### config.mk
export PLATFORM = sky130hd
export DESIGN_NAME = systolic_skew_feeder
export DESIGN_NICKNAME = d
export VERILOG_FILES = /design/src/rtl/systolic_pkg.sv /design/src/rtl/systolic_skew_delay_line.sv /design/src/rtl/systolic_skew_feeder.sv
export SDC_FILE = /design/constraint.sdc
export NUM_CORES = 1
export LEC_CHECK = 0
export BUFFER_PORTS_ARGS = -buffer_cell sky130_fd_sc_hd__buf_2
export CORE_AREA = 3 3 107 119
export DETAILED_ROUTE_END_ITERATION = 6
export DIE_AREA = 0 0 110 122
export GPL_ROUTABILITY_DRIVEN = 0
export GPL_TIMING_DRIVEN = 0
export PLACE_DENSITY_LB_ADDON = 0.1
export SKIP_CTS_REPAIR_TIMING = 1
export SKIP_LAST_GASP = 1
export SLEW_MARGIN = 0
export SYNTH_ARGS = -nofsm -noshare
export SYNTH_HDL_FRONTEND = slang
export SYNTH_SLANG_ARGS = --single-unit
### constraint.sdc
create_clock -name clock -period 1.6 [get_ports clock]
set_input_delay 0.24 -clock clock [delete_from_list [all_inputs] [get_ports clock]]
set_output_delay 0.24 -clock clock [all_outputs]
set_load 0.01 [all_outputs]
### src/rtl/systolic_pkg.sv
// Shared types for the systolic array edge feeders: FSM state encoding and lane payload.
package systolic_pkg;

  localparam int DEFAULT_WIDTH = 16;

  typedef enum logic [1:0] {
    IDLE   = 2'd0,
    STREAM = 2'd1,
    FLUSH  = 2'd2,
    DONE   = 2'd3
  } feeder_state_t;

  typedef struct packed {
    logic                     active;
    logic [DEFAULT_WIDTH-1:0] data;
  } lane_t;

endpackage

### src/rtl/systolic_skew_delay_line.sv
// Fixed-depth shift register for one skew lane; synchronous active-low clear empties every stage.
module skew_delay_line #(
  parameter int DEPTH = 1,
  parameter int WIDTH = 17
) (
  input  logic             clk_i,
  input  logic             clr_n_i,
  input  logic [WIDTH-1:0] din_i,
  output logic [WIDTH-1:0] dout_o
);

  logic [WIDTH-1:0] stage_q [DEPTH];

  always_ff @(posedge clk_i) begin
    if (!clr_n_i) begin
      for (int k = 0; k < DEPTH; k++) stage_q[k] <= '0;
    end else begin
      stage_q[0] <= din_i;
      for (int k = 1; k < DEPTH; k++) stage_q[k] <= stage_q[k-1];
    end
  end

  assign dout_o = stage_q[DEPTH-1];

endmodule

### src/rtl/systolic_skew_feeder.sv
// Diagonal-wavefront feeder: lane i delayed i+1 cycles, N-1 zero flush beats, then a done pulse.
// States: IDLE wait start | STREAM accept slices | FLUSH push zeros | DONE one-cycle pulse.
// Optional sticky underrun flag built only when FEEDER_UNDERRUN_CHECK_EN is defined.
module systolic_skew_feeder
  import systolic_pkg::*;
#(
  parameter  int WIDTH = DEFAULT_WIDTH,
  parameter  int N     = 4,
  parameter  int K_MAX = 16,
  localparam int KW    = $clog2(K_MAX + 1)
) (
  input  logic             clock,
  input  logic             nreset,
  input  logic             start,
  input  logic [KW-1:0]    k_len,
  input  logic             in_valid,
  output logic             in_ready,
  input  logic [N*WIDTH-1:0] in_data,
  output logic [N*WIDTH-1:0] out_data,
  output logic [N-1:0]     out_active,
  output logic             busy,
  output logic             done,
  output logic             err_underrun
);

  localparam int FW = (N > 1) ? $clog2(N) : 1;

  feeder_state_t state_q, state_d;
  logic [KW-1:0] remain_q, remain_d;
  logic [FW-1:0] fcnt_q, fcnt_d;
  logic [KW-1:0] k_sat;
  logic          accept;

  assign k_sat  = (k_len > KW'(K_MAX)) ? KW'(K_MAX) : k_len;
  assign accept = (state_q == STREAM) && in_valid;

  always_comb begin
    state_d  = state_q;
    remain_d = remain_q;
    fcnt_d   = fcnt_q;
    unique case (state_q)
      IDLE: begin
        if (start) begin
          remain_d = k_sat;
          state_d  = (k_sat == '0) ? DONE : STREAM;
        end
      end
      STREAM: begin
        if (in_valid) begin
          remain_d = remain_q - KW'(1);
          if (remain_q == KW'(1)) begin
            if (N == 1) begin
              state_d = DONE;
            end else begin
              state_d = FLUSH;
              fcnt_d  = FW'(N - 1);
            end
          end
        end
      end
      FLUSH: begin
        if (fcnt_q <= FW'(1)) state_d = DONE;
        else                  fcnt_d  = fcnt_q - FW'(1);
      end
      DONE:    state_d = IDLE;
      default: state_d = IDLE;
    endcase
  end

  always_ff @(posedge clock) begin
    if (!nreset) begin
      state_q  <= IDLE;
      remain_q <= '0;
      fcnt_q   <= '0;
    end else begin
      state_q  <= state_d;
      remain_q <= remain_d;
      fcnt_q   <= fcnt_d;
    end
  end

  assign in_ready = (state_q == STREAM);
  assign busy     = (state_q != IDLE);
  assign done     = (state_q == DONE);

`ifdef FEEDER_UNDERRUN_CHECK_EN
  logic err_q;
  always_ff @(posedge clock) begin
    if (!nreset)                              err_q <= 1'b0;
    else if ((state_q == IDLE) && start)      err_q <= 1'b0;
    else if ((state_q == STREAM) && !in_valid) err_q <= 1'b1;
  end
  assign err_underrun = err_q;
`else
  assign err_underrun = 1'b0;
`endif

  // Non-accepted slots carry {0,0} so bubbles and flush beats are inert in the PE grid.
  for (genvar i = 0; i < N; i++) begin : g_lane
    logic [WIDTH:0] lane_in, lane_out;
    assign lane_in = accept ? {1'b1, in_data[i*WIDTH +: WIDTH]} : '0;
    skew_delay_line #(
      .DEPTH(i + 1),
      .WIDTH(WIDTH + 1)
    ) u_delay (
      .clk_i  (clock),
      .clr_n_i(nreset),
      .din_i  (lane_in),
      .dout_o (lane_out)
    );
    assign out_active[i]              = lane_out[WIDTH];
    assign out_data[i*WIDTH +: WIDTH] = lane_out[WIDTH-1:0];
  end

endmodule

# --- Word-level counts from Yosys, hierarchy flattened ---
# Memory sizes are Yosys's and may differ from the RTL's.
# Cells that the tools add are included.
word_totals:
  register_bits: 9
  ram_bits: 170
  in_bits: 73
  mem_count: 4
classes:
  addsub: 2
  n_lt_le_gt_ge: 2
  n_eq_ne: 9
  muxes: 31
  bitwise_logic: 9
  reduce_logical: 10
mem_list:
  columns: ["memory", "words", "word_bits", "read_ports", "rd_clocked_by_memory_dff", "write_ports", "line", "text"]
  rows:
  - ["g_lane[3].u_delay.stage_q", 4, 17, 4, 0, 4, "systolic_skew_delay_line.sv:12", "logic [WIDTH-1:0] stage_q [DEPTH];"]
  - ["g_lane[2].u_delay.stage_q", 3, 17, 3, 0, 3, "systolic_skew_delay_line.sv:12", null]
  - ["g_lane[1].u_delay.stage_q", 2, 17, 2, 0, 2, "systolic_skew_delay_line.sv:12", null]
  - ["g_lane[0].u_delay.stage_q", 1, 17, 1, 0, 1, "systolic_skew_delay_line.sv:12", null]
op_table:
  columns: ["operator", "count"]
  rows:
  - ["$mux W17", 14]
  - ["$reduce_or A17 Y1", 1]
  - ["$mux W2", 8]
  - ["$mux W5", 3]
  - ["$pmux W5 S2", 1]
  - ["$or A1 B1 Y1", 9]
  - ["$ne A2 B2 Y1 const B", 4]
  - ["$pmux W2 S4", 1]
  - ["$reduce_and A4 Y1", 2]
  - ["$reduce_bool A2 Y1", 3]
  - ["$eq A5 B1 Y1 const B", 1]
  - ["$gt A5 B5 Y1 const B", 1]
  - ["$logic_not A5 Y1", 1]
  - ["$sub A5 B1 Y5 const B", 1]
  - ["$eq A2 B2 Y1 const B", 2]
  - ["$pmux W2 S2", 1]
  - ["$mux W1", 3]
  - ["$reduce_and A3 Y1", 1]
  - ["$eq A2 B1 Y1 const B", 1]
  - ["$le A2 B1 Y1 const B", 1]
  - ["$logic_not A2 Y1", 1]
  - ["$ne A2 B1 Y1 const B", 1]
  - ["$sub A2 B1 Y2 const B", 1]
  - ["$logic_and A1 B1 Y1", 1]

# --- Depth between registers and ports, before layout ---
# Gate-level depths: netlist (run 1).
depth:
  word_depth: 6
  ltp_mapped: 7
  ltp_nobuf: 6

# --- By module ---
# A second synthesis (run 1) with hierarchy kept.
hier_totals:
  cells_unflattened: 549
  hier_area_um2: 6105.9
by_module_without_submodules:
  columns: ["mod", "instances", "cells_per_inst", "area_per_inst_um2", "seq_area_each_um2"]
  rows:
  - ["skew_delay_line (g_lane[3].u_delay)", 1, 143, 1866.8, 1361.3]
  - ["skew_delay_line (g_lane[2].u_delay)", 1, 124, 1556.5, 1021.0]
  - ["systolic_skew_feeder", 1, 159, 1129.8, 180.2]
  - ["skew_delay_line (g_lane[1].u_delay)", 1, 88, 1078.5, 680.7]
  - ["skew_delay_line (g_lane[0].u_delay)", 1, 35, 474.2, 340.3]

# --- Worst setup path after synthesis (run 1) ---
# No wires, ideal clock.
synth_path:
  path_type: "register to register"
  startpoint: "register state_q[1]"
  endpoint: "register remain_q[2]"
  setup_time_ps: 116
  arrival_ps: 1594
  t_required_ps: 1484
  setup_slack_ps: -110
  path_stages_with_launch: 8
  n_path_buf: 1
  cell_sequence: "dfxtp_1 inv_1 ha_1 mux2_2 and2_1 clkbuf_1 o21a_1 o211a_1"
synth_via:
  elab_chain_len: 3
  elab_cells_between_ends: 7
synth_lines:
  columns: ["element", "line", "text"]
  rows:
  - ["start: declaration", "systolic_skew_feeder.sv:28", "feeder_state_t state_q, state_d;"]
  - ["start signal: assignment", "systolic_skew_feeder.sv:76", "state_q <= state_d;"]
  - ["$eq A2 B1 Y1 (*)", null, null]
  - ["named net in_ready", "systolic_skew_feeder.sv:17", "output logic in_ready,"]
  - ["$ne A2 B2 Y1 (no source line) / $reduce_bool A2 Y1 (equally long branches)", null, null]
  - ["$reduce_and A3 Y1 (no source line)", null, null]
  - ["end signal: assignment", "systolic_skew_feeder.sv:77", "remain_q <= remain_d;"]
  - ["end: declaration", "systolic_skew_feeder.sv:29", "logic [KW-1:0] remain_q, remain_d;"]
# Mark *: on every way through the listed nets, which the timed path passes. The rest lies on a longest branch.
# A chain may end at the register's enable or synchronous reset.

# --- Worst setup path after layout (run 1) ---
layout_path:
  startpoint: "register remain_q[1]"
  endpoint: "register state_q[0]"
layout_via:
  elab_chain_len: 3
layout_lines:
  columns: ["element", "line", "text"]
  rows:
  - ["$eq A5 B1 Y1", "systolic_skew_feeder.sv:51", "if (remain_q == KW'(1)) begin"]
  - ["$ne A2 B1 Y1 (no source line)", null, null]
  - ["$reduce_and A4 Y1 (no source line)", null, null]
# Every way passes these cells.

==> results by group, run 1 <==
Floorplanning
  – Die area: 13,420 sq um
  – Row cnt: 41
  – Core area: 11,540 sq um
  – Die Wd: 110 um
  – IO Pins: 145
  – Die Y: 122 um
  – Initial core utilization: 46.14%

Setup path
  – Worst path max stage delay: 420 ps
  – CP max stage cell: or4_1
  – Reg-to-reg critical path startpoint: remain_q[1]
  – WS Path Type: reg -> reg
  – Setup crit end kind: register
  – R2R Setup Slk: 20 ps
  – WP data required: 1900 ps
  – Reg2reg end: state_q[0]
  – Critical Path Start Type: register
  – Worst r2r path cells: 6
  – Critical path, cell by cell: inv_2, ha_1, nor4b_4, a21oi_2, or4_1, o211a_1
  – Worst EP arrival: 1880 ps
  – Crit Path Max Fanout: 5

Pwr
  – Final Power: 10,190 uW
  – Gate power share: 13.9%
  – Switching power total: 2551 uW
  – Clock network power share: 39.8%
  – Cell Int Power: 7636 uW
  – Switch share: 25.04%
  – Sequential Power Share: 46.3%
  – Leakage: 0.003347 uW
  – PwrDens: 1482 nW/um^2
  – Peak VDD IR: 671.9 uV

Global route
  – GR Util All Layers: 14.70%
  – Number of global-route vias before repair: 3,248
  – First-pass GRT wire length: 14.76 mm
  – Initial antenna violation count: 0
  – Grt ovf: 0
  – Largest net degree at the start of global routing: 17

Finish
  – Nets: 705
  – # diodes: 0
  – Number of fillers in the final layout: 1,036
  – Layout area overhead: 29.04%
  – Post-route cell area: 6872 sq um
  – Layout cells sized above 1: 37.52%

Clock tree
  – TritonCTS buffer count: 17
  – Clk buf depth: 2
  – Worst skew pair latency: 410 ps
  – Total clock sinks: 173
  – H-tree depth: 4
  – CTS tree: yes
  – Root Driver: clkbuf_16
  – Clk slew on worst S/H paths: 60 ps

Synthesis
  – Synth Area in Compound Gates: 3.242%
  – XOR/XNOR Fraction of Synth Area: 0%
  – Synth Net Count: 543
  – Simple-gate portion of the synthesized area: 21.83%
  – Netlist Area Pre-Place: 5325 sq um
  – Number of distinct library cells after synthesis: 35
  – Area share of fa/ha/maj cells after synthesis: 1.880%
  – Mean post-synth cell area: 11.53 sq um
  – Register area share after synthesis: 65.04%
  – Synthesized instance count: 462
  – Largest family of logic cells by synthesized area: simple AND/OR/NAND/NOR gates
  – Synth warn: 0
  – Flops & latches, synth: 173
  – Multiplexer share of the synthesized area: 0.2115%

Timing
  – Final setup violating endpoints: 0
  – Period Utilization, post-route: 98.67%
  – Max-slew violations: 0
  – RSZ-0062 raised after global routing: true
  – Fmax: 0.6335 GHz
  – Crit path time final: 1579 ps
  – Final worst setup slack: 21.35 ps
  – Setup TNS: 0 ps
  – Final Skew: 7.580 ps
  – Final Hold Violating Endpoints: 0

Placed design
  – Post-DP HPWL: 6.793 mm
  – Worst slack, placed: -199.2 ps
  – PortBufs: 142
  – Post-placement cell area: 6237 sq um

Worst hold path
  – Hold Path Sink: g_lane[1].u_delay.stage_q[0][6]
  – Hold crit path type: in -> reg
  – Hold path start: in_data[22]
  – Hold Crit Depth: 2

Detailed routing
  – DRT Pass-1 Iters: 4
  – Vias per inst: 4.302
  – Total number of vias: 3,386
  – Final wirelength: 9.335 mm
  – Initial DRC count: 67
  – Routed Antenna Nets: 0
  – WL/cell: 11.86 um
  – Remaining DRCs: 0

Run status
  – Status: finished clean

Job
  – Max_cap viols: 0
==> power by group through the flow <==
stage,registers [uW],logic (uW),clock network (uW)
global placement,4780,1320,0
CTS,4690,1360,4150
global route,4750,1610,4350
detailed placement,4790,1350,0
finish,4720,1410,4050
floorplan,4780,931,0
==> worst max path at each step <==
stage	slack, ps	to	startpoint	cells past startpoint
3_3_place_gp	-190	g_lane[2].u_delay.stage_q[0][15]	state_q[1]	6
3_5_place_dp	-200	g_lane[0].u_delay.stage_q[0][0]	state_q[1]	6
2_1_floorplan	5	remain_q[2]	state_q[0]	7
4_1_cts	-210	g_lane[0].u_delay.stage_q[0][0]	state_q[1]	6
6_report	20	state_q[0]	remain_q[1]	6
5_1_grt	-80	state_q[0]	remain_q[1]	6
==> stage by stage <==
stage               utilization, %  hold slack [ps]  std cells
floorplan                        -            361.7        462
global placement             54.04            412.7        754
detailed placement           54.04            416.9        754
CTS                          59.19            4.367        786
global route                 59.53            6.300        787
finish                       59.53            19.55        787
==> layer usage <==
layer / track usage, % / vias to the layer above / share of wire, %
li1: - / 1727 / -
met1: 16.57 / 1535 / 41
met2: 24.54 / 110 / 50
met3: 5.352 / 14 / 7.8
met4: 6.781 / 0 / 1.6
met5: 0 / - / 0
==> cell usage after synthesis <==
| cell | number | area [sq um] |
|---|---|---|
| a211oi_1 | 1 | 7.510 |
| a21oi_1 | 4 | 20.02 |
| a21oi_2 | 1 | 8.760 |
| a31oi_1 | 2 | 12.51 |
| a41oi_1 | 1 | 8.760 |
| and2_1 | 164 | 1026 |
| and3_1 | 1 | 6.260 |
| and3_2 | 1 | 7.510 |
| buf_2 | 1 | 5.000 |
| buf_4 | 36 | 270.3 |
| buf_6 | 1 | 11.26 |
| buf_8 | 1 | 15.01 |
| clkbuf_1 | 17 | 63.81 |
| clkbuf_2 | 1 | 5.000 |
| conb_1 | 1 | 3.750 |
| dfxtp_1 | 173 | 3463 |
| ha_1 | 8 | 100.1 |
| inv_1 | 11 | 41.29 |
| mux2_2 | 1 | 11.26 |
| nand2_1 | 6 | 22.52 |
| nand2b_1 | 2 | 12.51 |
| nand3_1 | 2 | 10.01 |
| nand3b_1 | 2 | 15.01 |
| nor2_1 | 7 | 26.28 |
| nor4_1 | 1 | 6.260 |
| nor4b_2 | 1 | 15.01 |
| o2111ai_1 | 1 | 8.760 |
| o211a_1 | 3 | 30.03 |
| o21a_1 | 1 | 7.510 |
| o21ai_0 | 3 | 15.01 |
| o221a_2 | 2 | 22.52 |
| o221ai_1 | 1 | 8.760 |
| o311a_2 | 2 | 22.52 |
| or3_2 | 1 | 7.510 |
| or4_1 | 1 | 7.510 |
==> final cells by class <==
type                            instances  area, sq um  share of cell area [%]
Tap cell                              150        187.7                   2.731
Sequential cell                       173         3471                   50.51
Clock inverter                         14        155.1                   2.258
Timing Repair Buffer                  144        725.7                   10.56
Clock buffer                           18        439.2                   6.391
Inverter                               11        41.29                  0.6009
Buffer                                 56        377.9                   5.499
Multi-Input combinational cell        221         1474                   21.45
==> cells in the final DEF, fill, tap and decap left out, drive strengths merged <==
cell type / instances
a41oi: 1
and2: 164
nand3b: 2
clkinvlp: 1
bufinv: 2
nand2: 6
o21ai: 3
mux2: 1
o2111ai: 1
o211a: 3
a211oi: 1
o21a: 1
nor2: 7
or3: 1
nand2b: 2
o221a: 2
dfxtp: 173
and3: 2
or4: 1
ha: 8
a21oi: 5
clkinv: 5
clkbuf: 35
a31oi: 2
nor4b: 1
nor4: 1
buf: 183
o311a: 2
o221ai: 1
nand3: 2
inv: 17
conb: 1
==> kinds of logic (layout without fill, tap and decap cells) <==
family                   count (synthesis)  in the layout
buffers and inverters                   68            243
flip-flops                             173            173
other                                    1              1
AO/OA/AOI/OAI                           22             22
adder cells (fa/ha/maj)                  8              8
multiplexers                             1              1
AND/OR/NAND/NOR                        189            189
==> state kept, by name, summed over array words and instances, names as in the netlist <==
| register | cells |
|---|---|
| fcnt_q | 2 |
| remain_q | 5 |
| state_q | 2 |
| g_lane.u_delay.stage_q | 164 |
==> worst max-delay path, delay by kind of cell, from the launching register on <==
kind / cells / cell delay, ps
and+or+nand+nor: 2 / 660
DFF: 1 / 330
AOI/OAI and AO/OA: 2 / 270
adders and majority gates: 1 / 140
buffers and inverters: 1 / 60
Note: power is estimated with default switching activity, not from simulation.
==> inputs of run 2 (changes only) <==
- SETUP_SLACK_MARGIN: unset -> 0.3
==> results by group, run 2 (synthesis results as in run 1) <==
Run status
  – Status: finished with violations
  – Failing checks: negative setup slack

Clock tree
  – Clk slew on worst S/H paths: 60 ps
  – H-tree depth: 4
  – CTS tree: yes
  – Total clock sinks: 173
  – TritonCTS buffer count: 17
  – Worst skew pair latency: 410 ps
  – Clk buf depth: 2
  – Root Driver: clkbuf_16

Floorplanning
  – Initial core utilization: 46.14%
  – Die area: 13,420 sq um
  – Row cnt: 41
  – IO Pins: 145
  – Core area: 11,540 sq um
  – Die Y: 122 um
  – Die Wd: 110 um

Finish
  – Register area: 3473 sq um
  – Commonest non-fill, non-tap cell in the layout: dfxtp_1
  – # diodes: 0
  – Layout area overhead: 37.55%
  – Max reg flops: 164
  – Top Registers: g_lane.u_delay.stage_q (164), remain_q (5)
  – Area of the multi-input gates: 1627 sq um
  – Largest Register: g_lane.u_delay.stage_q
  – Final core utilization: 63.46%
  – Layout cells sized above 1: 43.56%
  – Number of fillers in the final layout: 960
  – Most frequent cells in the layout: dfxtp_1, and2_1, buf_2
  – Nets: 721
  – Post-route cell area: 7325 sq um

Setup path
  – WP data required: 1910 ps
  – R2R Setup Slk: -20 ps
  – Setup crit end kind: register
  – Reg-to-reg critical path startpoint: remain_q[1]
  – Crit Path Max Fanout: 3
  – WS Path Type: reg -> reg
  – Worst EP arrival: 1930 ps
  – Critical Path Start Type: register
  – Reg2reg end: state_q[0]
  – Worst r2r path cells: 6

Detailed routing
  – WL/cell: 12.16 um
  – Vias per inst: 4.221
  – Final wirelength: 9.754 mm
  – DRT Pass-1 Iters: 4
  – Remaining DRCs: 0
  – Total number of vias: 3,385
  – Initial DRC count: 56
  – Routed Antenna Nets: 0

Global route
  – First-pass GRT wire length: 14.17 mm
  – Peak-usage layer in the global routing report: met2
  – Largest net degree at the start of global routing: 17
  – Met1 GRT Util: 15.76%
  – Met3 global-route usage: 7.737%
  – Initial antenna violation count: 1
  – GR Util All Layers: 14.11%
  – Grt ovf: 0
  – Number of global-route vias before repair: 3,147
  – Met2 Use GR: 22.34%

Timing
  – Period Utilization, post-route: 101.1%
  – Max-slew violations: 0
  – RSZ-0062 raised after global routing: true
  – Final setup violating endpoints: 1
  – Fmax: 0.6180 GHz
  – Final Skew: 6.674 ps
  – Final worst setup slack: -18.25 ps
  – Final Hold Violating Endpoints: 0
  – Crit path time final: 1618 ps
  – Fin Hold WS: 21.05 ps

Pwr
  – Leakage: 0.003528 uW
  – Cell Int Power: 8306 uW
  – Peak VDD IR: 876.9 uV
  – Sequential Power Share: 43.0%
  – Gate power share: 18.7%
  – Final Power: 11,050 uW
  – Switching power total: 2741 uW
  – PwrDens: 1508 nW/um^2
  – Switch share: 24.81%
  – Clock network power share: 38.3%

Placed design
  – Post-placement cell area: 6250 sq um
  – PortBufs: 142
  – Post-DP HPWL: 6.592 mm

Worst hold path
  – Hold Path Sink: g_lane[0].u_delay.stage_q[0][3]
  – Hold path start: in_data[3]
  – Hold crit path type: in -> reg
  – Hold Crit Depth: 2

Job
  – Max_cap viols: 0
run 2: how the worst max path moves through the flow:
| stage | from | end | depth (start not counted) | slack (ps) |
|---|---|---|---|---|
| 6_report | remain_q[1] | state_q[0] | 6 | -20 |
| 5_1_grt | remain_q[1] | state_q[0] | 6 | -60 |
| 4_1_cts | state_q[1] | g_lane[2].u_delay.stage_q[0][9] | 6 | -70 |
| 3_5_place_dp | state_q[1] | g_lane[0].u_delay.stage_q[0][0] | 6 | -50 |
| 3_3_place_gp | state_q[1] | g_lane[2].u_delay.stage_q[0][7] | 6 | -30 |
| 2_1_floorplan | state_q[1] | remain_q[2] | 7 | 80 |
run 2: layout make-up:
class | instances | area share [%]
Buffer | 57 | 6.150
Clock buffer | 20 | 6.389
Clock inverter | 11 | 2.135
Inverter | 11 | 0.5979
Multi-Input combinational cell | 221 | 22.21
Sequential cell | 173 | 47.42
Tap cell | 150 | 2.562
Timing Repair Buffer | 159 | 12.54
run 2: metrics by stage:
step           setup TNS, ps  worst slack, ps  cells
2_1_floorplan              0            76.75    462
3_3_place_gp          -511.4           -32.02    754
3_5_place_dp          -939.7           -54.32    754
4_1_cts                -1277           -68.08    785
5_1_grt               -84.27           -64.77    802
6_report              -18.25           -18.25    802
run 2: worst max-delay path, cell delays in order (launching register included):
cell	delay, ps
dfxtp_2	350
inv_2	90
ha_4	130
nor4b_4	280
a21oi_4	110
or4_1	420
o211a_1	140
run 2: power groups by stage:
stage	Sequential [uW]	Clock (uW)	Combinational [uW]
2_1_floorplan	4790	0	959
3_3_place_gp	4790	0	1340
3_5_place_dp	4800	0	1380
4_1_cts	4700	4320	1390
5_1_grt	4770	4490	2270
6_report	4750	4230	2070
run 2: per-layer routing:
layer  part of all wire [%]  vias to the layer above
li1                       -                     1756
met1                     41                     1495
met2                     48                      120
met3                    9.6                       12
met4                    1.3                        2
met5                   0.13                        -
